File: src/rtl/multi_mips_ctrl_pkg.sv
// Shared definitions for the multi-cycle MIPS control unit:
// state codes, opcodes, datapath select encodings and the control bundle.
package multi_mips_ctrl_pkg;

    typedef enum logic [3:0] {
        S_FETCH   = 4'd0,
        S_DECODE  = 4'd1,
        S_MEMADR  = 4'd2,
        S_MEMRD   = 4'd3,
        S_MEMWB   = 4'd4,
        S_MEMWR   = 4'd5,
        S_EXEC    = 4'd6,
        S_RTYPEWB = 4'd7,
        S_BRANCH  = 4'd8,
        S_ADDIEX  = 4'd9,
        S_ADDIWB  = 4'd10,
        S_JUMP    = 4'd11
    } state_t;

    localparam logic [5:0] OP_RTYPE = 6'h00;
    localparam logic [5:0] OP_LW    = 6'h23;
    localparam logic [5:0] OP_SW    = 6'h2B;
    localparam logic [5:0] OP_BEQ   = 6'h04;
    localparam logic [5:0] OP_ADDI  = 6'h08;
    localparam logic [5:0] OP_J     = 6'h02;

    localparam logic [1:0] ALU_ADD   = 2'b00;
    localparam logic [1:0] ALU_SUB   = 2'b01;
    localparam logic [1:0] ALU_FUNCT = 2'b10;

    localparam logic [1:0] SRCB_RT    = 2'b00;
    localparam logic [1:0] SRCB_FOUR  = 2'b01;
    localparam logic [1:0] SRCB_IMM   = 2'b10;
    localparam logic [1:0] SRCB_IMMSH = 2'b11;

    localparam logic [1:0] PC_ALU    = 2'b00;
    localparam logic [1:0] PC_ALUOUT = 2'b01;
    localparam logic [1:0] PC_JUMP   = 2'b10;

    typedef struct packed {
        logic       pcwrite;
        logic       branch;
        logic       iord;
        logic       memread;
        logic       memwrite;
        logic       irwrite;
        logic       memtoreg;
        logic       regdst;
        logic       regwrite;
        logic       alusrca;
        logic [1:0] alusrcb;
        logic [1:0] aluop;
        logic [1:0] pcsource;
        logic       illegal;
    } ctrl_t;

    function automatic logic op_legal(input logic [5:0] op);
        return (op == OP_RTYPE) || (op == OP_LW) || (op == OP_SW) ||
               (op == OP_BEQ) || (op == OP_ADDI) || (op == OP_J);
    endfunction

endpackage

File: src/rtl/multi_mips_ctrl_outdec.sv
// Moore output decode for the multi-cycle control FSM, with the
// mem_ready/op gating and the reset-time suppression of write strobes.
module multi_mips_outdec
    import multi_mips_ctrl_pkg::*;
(
    input  state_t     state,
    input  logic [5:0] op,
    input  logic       mem_ready,
    input  logic       reset,
    output ctrl_t      ctrl
);

    always_comb begin
        ctrl = '0;
        unique case (state)
            S_FETCH: begin
                ctrl.memread = 1'b1;
                ctrl.alusrcb = SRCB_FOUR;
                ctrl.irwrite = mem_ready;
                ctrl.pcwrite = mem_ready;
            end
            S_DECODE: begin
                ctrl.alusrcb = SRCB_IMMSH;
                ctrl.illegal = !op_legal(op);
            end
            S_MEMADR, S_ADDIEX: begin
                ctrl.alusrca = 1'b1;
                ctrl.alusrcb = SRCB_IMM;
            end
            S_MEMRD: begin
                ctrl.iord    = 1'b1;
                ctrl.memread = 1'b1;
            end
            S_MEMWB: begin
                ctrl.memtoreg = 1'b1;
                ctrl.regwrite = 1'b1;
            end
            S_MEMWR: begin
                ctrl.iord     = 1'b1;
                ctrl.memwrite = 1'b1;
            end
            S_EXEC: begin
                ctrl.alusrca = 1'b1;
                ctrl.aluop   = ALU_FUNCT;
            end
            S_RTYPEWB: begin
                ctrl.regdst   = 1'b1;
                ctrl.regwrite = 1'b1;
            end
            S_BRANCH: begin
                ctrl.alusrca  = 1'b1;
                ctrl.aluop    = ALU_SUB;
                ctrl.pcsource = PC_ALUOUT;
                ctrl.branch   = 1'b1;
            end
            S_ADDIWB: begin
                ctrl.regwrite = 1'b1;
            end
            S_JUMP: begin
                ctrl.pcsource = PC_JUMP;
                ctrl.pcwrite  = 1'b1;
            end
            default: ctrl = '0;
        endcase

        // Reset must not let a half-finished access or writeback escape.
        if (reset) begin
            ctrl.pcwrite  = 1'b0;
            ctrl.branch   = 1'b0;
            ctrl.irwrite  = 1'b0;
            ctrl.regwrite = 1'b0;
            ctrl.memwrite = 1'b0;
            ctrl.illegal  = 1'b0;
        end
    end

endmodule

File: src/rtl/multi_mips_ctrl.sv
// Main control FSM for the multi-cycle MIPS datapath: state register,
// transitions and retired-instruction counter.
module multi_mips_ctrl
    import multi_mips_ctrl_pkg::*;
#(
    parameter int CNT_W = 32
) (
    input  logic             clk,
    input  logic             reset,
    input  logic [5:0]       op,
    input  logic             mem_ready,
    output logic             pcwrite,
    output logic             branch,
    output logic             iord,
    output logic             memread,
    output logic             memwrite,
    output logic             irwrite,
    output logic             memtoreg,
    output logic             regdst,
    output logic             regwrite,
    output logic             alusrca,
    output logic [1:0]       alusrcb,
    output logic [1:0]       aluop,
    output logic [1:0]       pcsource,
    output logic             illegal,
    output logic [3:0]       state,
    output logic [CNT_W-1:0] retired
);

    state_t cur;
    state_t nxt;
    ctrl_t  ctrl;
    logic   retire;

    always_comb begin
        nxt = S_FETCH;
        unique case (cur)
            S_FETCH:   nxt = mem_ready ? S_DECODE : S_FETCH;
            S_DECODE: begin
                case (op)
                    OP_LW, OP_SW: nxt = S_MEMADR;
                    OP_RTYPE:     nxt = S_EXEC;
                    OP_BEQ:       nxt = S_BRANCH;
                    OP_ADDI:      nxt = S_ADDIEX;
                    OP_J:         nxt = S_JUMP;
                    default:      nxt = S_FETCH;
                endcase
            end
            S_MEMADR:  nxt = (op == OP_LW) ? S_MEMRD : S_MEMWR;
            S_MEMRD:   nxt = mem_ready ? S_MEMWB : S_MEMRD;
            S_MEMWB:   nxt = S_FETCH;
            S_MEMWR:   nxt = mem_ready ? S_FETCH : S_MEMWR;
            S_EXEC:    nxt = S_RTYPEWB;
            S_RTYPEWB: nxt = S_FETCH;
            S_BRANCH:  nxt = S_FETCH;
            S_ADDIEX:  nxt = S_ADDIWB;
            S_ADDIWB:  nxt = S_FETCH;
            S_JUMP:    nxt = S_FETCH;
            default:   nxt = S_FETCH;
        endcase
    end

    // Every path back to FETCH, including the illegal one, retires.
    assign retire = (cur != S_FETCH) && (nxt == S_FETCH);

    always_ff @(posedge clk or posedge reset) begin
        if (reset) begin
            cur     <= S_FETCH;
            retired <= '0;
        end else begin
            cur <= nxt;
            if (retire)
                retired <= retired + CNT_W'(1);
        end
    end

    multi_mips_outdec u_outdec (
        .state     (cur),
        .op        (op),
        .mem_ready (mem_ready),
        .reset     (reset),
        .ctrl      (ctrl)
    );

    assign pcwrite  = ctrl.pcwrite;
    assign branch   = ctrl.branch;
    assign iord     = ctrl.iord;
    assign memread  = ctrl.memread;
    assign memwrite = ctrl.memwrite;
    assign irwrite  = ctrl.irwrite;
    assign memtoreg = ctrl.memtoreg;
    assign regdst   = ctrl.regdst;
    assign regwrite = ctrl.regwrite;
    assign alusrca  = ctrl.alusrca;
    assign alusrcb  = ctrl.alusrcb;
    assign aluop    = ctrl.aluop;
    assign pcsource = ctrl.pcsource;
    assign illegal  = ctrl.illegal;
    assign state    = cur;

endmodule

File: config.mk
export PLATFORM = sky130hd
export DESIGN_NAME = multi_mips_ctrl
export DESIGN_NICKNAME = d
export VERILOG_FILES = /design/src/rtl/multi_mips_ctrl_pkg.sv /design/src/rtl/multi_mips_ctrl_outdec.sv /design/src/rtl/multi_mips_ctrl.sv
export SDC_FILE = /design/constraint.sdc
export NUM_CORES = 1
export LEC_CHECK = 0
export ABC_AREA = 1
export CAP_MARGIN = 40
export CORE_MARGIN = 2
export CORE_UTILIZATION = 55
export DETAILED_ROUTE_END_ITERATION = 8
export HOLD_SLACK_MARGIN = 0.03
export MAX_ROUTING_LAYER = met4
export PLACE_DENSITY = 0.86
export SYNTH_ARGS = -nofsm -noshare
export SYNTH_HDL_FRONTEND = slang
export SYNTH_SLANG_ARGS = --single-unit
File: constraint.sdc
create_clock -name clk -period 3.1 [get_ports clk]
set_clock_uncertainty 0.2 [all_clocks]
set_input_delay 0.31 -clock clk [delete_from_list [all_inputs] [get_ports clk]]
set_output_delay 0.31 -clock clk [all_outputs]
set_load 0.005 [all_outputs]
==> flow_metrics.tcl, run 1 <==
set metrics [dict create \
    vias 2803 \
    place_inst 539 \
    nets 489 \
    worstHoldPathCells 2 \
    synth_nets 429 \
    wirelength_um 7100 \
    std_cell_rows 25 \
    grt_overflow 0 \
    p_leak_nw 1.64 \
    period_minus_slack_ps 2530 \
    first_iter_violations 176 \
    vdd_ir_drop_max_v 0.000309 \
    cts_tree "built" \
    syn_area_per_cell_um2 6.62 \
    die_height_um 75.0 \
    grt_pass1_wl_um 11600 \
    critPathSlowestCell "clkdlybuf4s50_1" \
    slew_violations 0 \
    setup_viol 0 \
    yosysUniqueCellTypes 27 \
    synthCells 419 \
    path_cells "nor2_1 -> inv_1 -> nor2_1 -> inv_1 -> nor2_1 -> clkdlybuf4s50_1" \
    netlist_area_um2 2780 \
    power.share.combinational 0.354 \
    clk_pin_slew_ps 70 \
    worstSetupStartpointType "register" \
    post_drt_wl_per_cell_um 13.0 \
    yosys_warnings 0 \
    dieArea_um2 5630 \
    antenna_left 0 \
    vias_per_cell 5.12 \
    cellInternalPower_w 0.000891 \
    antenna_found_initial 0 \
    tightest_slew_ps 675 \
    grt_pass1_vias 2464 \
    drtPass1Iterations 4 \
    stdcell_area_um2 3480 \
    relSlewSlack 0.546 \
    gp_congestion 0.983 \
    post_cts_resized 0 \
    ys_seq_elements 36 \
    antenna_cells 0 \
    insertion_delay_ps 290 \
    drive_gt1_frac 0.0792 \
    cts-root-buf "clkbuf_8" \
    htreeDepth 2 \
    fmax_ghz 0.395 \
    grt_max_degree 34 \
    final_cells 547 \
    crit_top_cell "nor2_1" \
    switching_share 0.374 \
    cap_violations 0 \
    hold_slack_ps 322 \
    postPlaceCellArea_um2 3380 \
    cts_buffers 5 \
    dp_hpwl_um 5670 \
    clock_sinks 36 \
    clock_path_buffers 2 \
    die-width_um 75.0 \
    reg2reg_depth 10 \
    post-route-period-util 0.817 \
    p_switching_w 0.000532 \
    num-fill-cells 433 \
    end_kind "output pin" \
    power.share.sequential 0.397 \
    drc 0 \
    rsz0062_at_grt "no" \
    post_cts_buffers 0 \
    required_ps 2590 \
    tns_ps 0 \
    syn_to_final_growth_pct 25.3 \
    status "complete, no violations" \
    hold_buffers 0 \
    worstPathMaxFanout 6 \
    ioPinCount 62 \
    arrival_ps 2020 \
    critPathMaxStageDelay_ps 510 \
    clockPowerShare 0.249 \
    initial_core_util 0.580 \
    min_path_type "reg2reg" \
    power.density_nw_per_um2 409 \
    critical_path_class "reg2out" \
    grt_usage 0.278 \
    io_buffers 61 \
    ys_seq_area_frac 0.325 \
    coreArea_um2 4790 \
    hold_violations 0 \
]
==> cells by family after synthesis <==
kind of cell,synth area share
AOI/OAI and AO/OA,0.00676
xor gates and xnor gates,0.0663
adders and majority gates,0.00451
buffers and inverters,0.0811
DFF,0.325
and+or+nand+nor,0.517
==> placed cells by master, fill, tap and decap left out, types with 2 or more instances in the layout <==
cell type        instances
dfrtp_1                 36
nand3_2                  4
buf_4                    2
nand2_1                166
xor2_1                  13
nand4_1                  2
clkdlybuf4s50_1         61
nor2_4                   4
inv_2                    4
nor2_2                   7
nor2_8                   2
clkbuf_8                 6
xnor2_1                  8
nor2_1                  61
nand2_2                  4
nand3_1                 48
inv_1                   29
nand3b_1                 4
nor3_1                   9
==> metrics by stage <==
stage | setup WS (ps) | total power, W | util
final | 567 | 0.00142 | 0.727
after detailed placement | 577 | 0.00108 | 0.707
after CTS | 580 | 0.00143 | 0.727
after floorplan | 1180 | 0.000949 | -
after global routing | 449 | 0.00150 | 0.727
after global placement | 676 | 0.00106 | 0.707
==> sequential cells by signal, indices dropped and copies added, names as in the netlist <==
signal / cells
retired: 32
state: 4
==> cells in the mapped netlist <==
cell      count  area [µm²]
nand2_8       1        20.0
buf_4         6        45.0
nand3b_1      4        30.0
nand2_1     166         623
buf_8         3        45.0
nor2_1       61         229
nand4_2       1        12.5
nand3_1      48         240
nand4_1       2        12.5
o31ai_1       1        7.51
nor2_8        2        40.0
nor3_1        9        45.0
dfrtp_1      36         901
buf_6         1        11.3
nand2_2       4        25.0
xor2_1       13         114
inv_1        29         109
o22ai_1       1        6.26
inv_2         4        15.0
nor2_4        4        45.0
nor3_2        1        10.0
o21ai_0       1        5.00
ha_1          1        12.5
nor2_2        7        43.8
nand3_4       1        17.5
nand3_2       4        40.0
xnor2_1       8        70.1
==> critical path: cells and delay by family, from the launching register on <==
kind,cells,cell delay (ps)
DFF,1,470
buffers and inverters,3,690
and+or+nand+nor,3,570
==> layer usage <==
metal | track usage | wire length, µm | up-vias | part of all wire
met5 | - | 0 | - | 0
met4 | 0.0913 | 116 | 0 | 0.016
met3 | 0.0455 | 325 | 13 | 0.046
met2 | 0.400 | 3110 | 71 | 0.44
met1 | 0.399 | 3550 | 1288 | 0.50
li1 | - | - | 1431 | -
==> path summary, 6_finish.rpt <==
path,startpoint,end,slack (ps)
worst max-delay path,state[0]$_DFF_PP0_,branch,570
worst min-delay path,retired[31]$_DFFE_PP0P_,retired[31]$_DFFE_PP0P_,320
worst max register to register,state[0]$_DFF_PP0_,retired[30]$_DFFE_PP0P_,870
worst min register to register,retired[31]$_DFFE_PP0P_,retired[31]$_DFFE_PP0P_,320
max in group asynchronous,reset,retired[31]$_DFFE_PP0P_,2140
min in group asynchronous,reset,retired[5]$_DFFE_PP0P_,360
==> area by class of cell <==
class	instances	area, µm²	share of cell area
multi-input combinational	340	1650	0.474
sequential	36	901	0.259
timing repair buffer	63	626	0.180
inverter	33	124	0.0356
clock buffer	7	86.3	0.0248
tap	67	83.8	0.0241
clock inverter	1	7.51	0.00216
==> power groups by stage <==
stage / Sequential, W / Combinational [W] / Clock, W
after floorplan: 0.000563 / 0.000386 / 0
after detailed placement: 0.000574 / 0.000505 / 0
final: 0.000565 / 0.000503 / 0.000354
after CTS: 0.000564 / 0.000507 / 0.000357
after global routing: 0.000570 / 0.000558 / 0.000376
after global placement: 0.000570 / 0.000491 / 0
Power figures use the tool's default switching activity.
==> inputs of run 2 (changes only) <==
CORE_UTILIZATION = 46   (was 55)
PLACE_DENSITY = 0.77   (was 0.86)
clock period = 2.3 ns   (was 3.1 ns; I/O delays follow)
==> run 2 against run 1 <==
Compared with the run above:
- clock power rose by 20%
- sequential share of layout area fell by 0.82 points
- final cell count rose by 4.0%
- worst hold slack got worse by 2.1 ps
- routed wire length rose by 1.9%
- largest power group unchanged
==> flow_metrics.tcl, run 2 (synthesis gave the netlist of run 1 again) <==
set metrics [dict create \
    relSlewSlack 0.730 \
    clock_sinks 36 \
    fmax_ghz 0.448 \
    drc 0 \
    antenna_cells 0 \
    switching_share 0.369 \
    slew_violations 0 \
    final_common_cell "nand2_1" \
    post-route-period-util 0.971 \
    met1_usage 0.300 \
    vias_per_cell 5.01 \
    postLayoutCoreUtil 0.614 \
    clock_path_buffers 2 \
    stdcell_area_um2 3610 \
    grt_pass1_vias 2683 \
    ioPinCount 62 \
    critPathSlowestCell "clkdlybuf4s50_1" \
    die_height_um 81.7 \
    dp_hpwl_um 5690 \
    power.density_nw_per_um2 537 \
    cts_buffers 5 \
    p_leak_nw 1.77 \
    grt_overflow 0 \
    p_switching_w 0.000716 \
    vias 2851 \
    final_cells 569 \
    tns_ps 0 \
    power.share.combinational 0.390 \
    post_drt_wl_per_cell_um 12.7 \
    place_inst 554 \
    hold_violations 0 \
    wirelength_um 7230 \
    worstPathMaxFanout 6 \
    grt_usage 0.234 \
    required_ps 1870 \
    drtPass1Iterations 4 \
    cellInternalPower_w 0.00122 \
    antenna_left 0 \
    regMostFlops "retired" \
    setup_viol 0 \
    status "complete, no violations" \
    top_usage_layer "met2" \
    worstSetupStartpointType "register" \
    critPathMaxStageDelay_ps 500 \
    cap_violations 0 \
    nets 504 \
    gp_congestion 0.969 \
    grt_max_degree 33 \
    first_iter_violations 127 \
    clockPowerShare 0.219 \
    htreeDepth 2 \
    crit_top_cell "inv_1" \
    met2_usage 0.384 \
    power.share.sequential 0.391 \
    dieArea_um2 6670 \
    critical_path_class "reg2out" \
    insertion_delay_ps 280 \
    largest_register_ff_count 32 \
    drive_gt1_frac 0.119 \
    cts-root-buf "clkbuf_8" \
    period_minus_slack_ps 2230 \
    total_power_w 0.00194 \
    end_kind "output pin" \
    final_cell_mix "nand2_1 (166), nor2_1 (58), clkdlybuf4s50_1 (57), nand3_1 (48), dfrtp_1 (32)" \
    syn_to_final_growth_pct 30.1 \
    clk_pin_slew_ps 70 \
    postPlaceCellArea_um2 3450 \
    io_buffers 61 \
    coreArea_um2 5890 \
    antenna_found_initial 0 \
    grt_pass1_wl_um 11900 \
    num-fill-cells 579 \
    grt_use_met3 0.0396 \
    vdd_ir_drop_max_v 0.000336 \
    cts_tree "built" \
    die-width_um 81.7 \
    tightest_slew_ps 404 \
    path_cells "nor2_2 -> inv_1 -> nor2_1 -> o31ai_1 -> inv_1 -> clkdlybuf4s50_1" \
    initial_core_util 0.472 \
    min_path_type "in2async" \
    std_cell_rows 28 \
    arrival_ps 1800 \
]
[run 2: cell count changes in the layout (fill, tap and decap cells not counted), sizes merged]
cell,previous run,this run
clkdlybuf4s50,61,57
buf,2,17
clkinvlp,1,0
dlymetal6s2s,0,4
clkinv,0,1
clkbuf,7,6
[run 2: worst paths after layout]
check                                         from                      end  slack (ps)  cells after the start
setup / recovery                state[0]$_DFF_PP0_                 regwrite          70                      6
hold / removal                               reset       state[0]$_DFF_PP0_         320                      3
setup reg to reg                state[3]$_DFF_PP0_  retired[26]$_DFFE_PP0P_         350                     11
hold reg to reg            retired[31]$_DFFE_PP0P_  retired[31]$_DFFE_PP0P_         330                      2
max in group asynchronous                    reset   retired[8]$_DFFE_PP0P_        1360                      3
min in group clk           retired[31]$_DFFE_PP0P_  retired[31]$_DFFE_PP0P_         330                      2
[run 2: power by group through the flow]
| stage | logic (W) | registers, W | clock network, W |
|---|---|---|---|
| detailed placement | 0.000724 | 0.000768 | 0 |
| global placement | 0.000711 | 0.000768 | 0 |
| CTS | 0.000740 | 0.000759 | 0.000439 |
| floorplan | 0.000521 | 0.000758 | 0 |
| global route | 0.000831 | 0.000768 | 0.000462 |
| finish | 0.000756 | 0.000758 | 0.000426 |
[run 2: final cells by class]
class | instances | area, µm² | share of cell area
Clock buffer | 6 | 72.6 | 0.0201
Multi-Input combinational cell | 340 | 1660 | 0.460
Clock inverter | 1 | 5.00 | 0.00139
Timing Repair Buffer | 78 | 748 | 0.207
Sequential cell | 36 | 906 | 0.251
Tap cell | 75 | 93.8 | 0.0260
Inverter | 33 | 124 | 0.0343
[run 2: routing by layer]
metal,vias to the layer above,share of wire
li1,1459,-
met1,1317,0.46
met2,65,0.48
met3,10,0.046
met4,0,0.015
met5,-,0
[run 2: repair_timing]
action / CTS / global route
buffers inserted: 3 / 5
pin swaps: 1 / 4
setup endpoints to repair: 4 / 5
resized for setup: 6 / 6
hold buffers: 0 / 0
[run 2: worst max-delay path: cells and delay by family (launching register included)]
kind	cells	cell delay [ps]
buffers and inverters	3	650
DFF	1	460
and+or+nand+nor	2	330
AOI/OAI and AO/OA	1	90
[run 2: through the flow]
stage | worst slack [ps] | hold slack (ps)
after floorplan | 512 | 222
after global placement | 215 | 302
after detailed placement | 162 | 316
after CTS | 9.97 | 327
after global routing | -22.5 | 366
final | 66.5 | 320
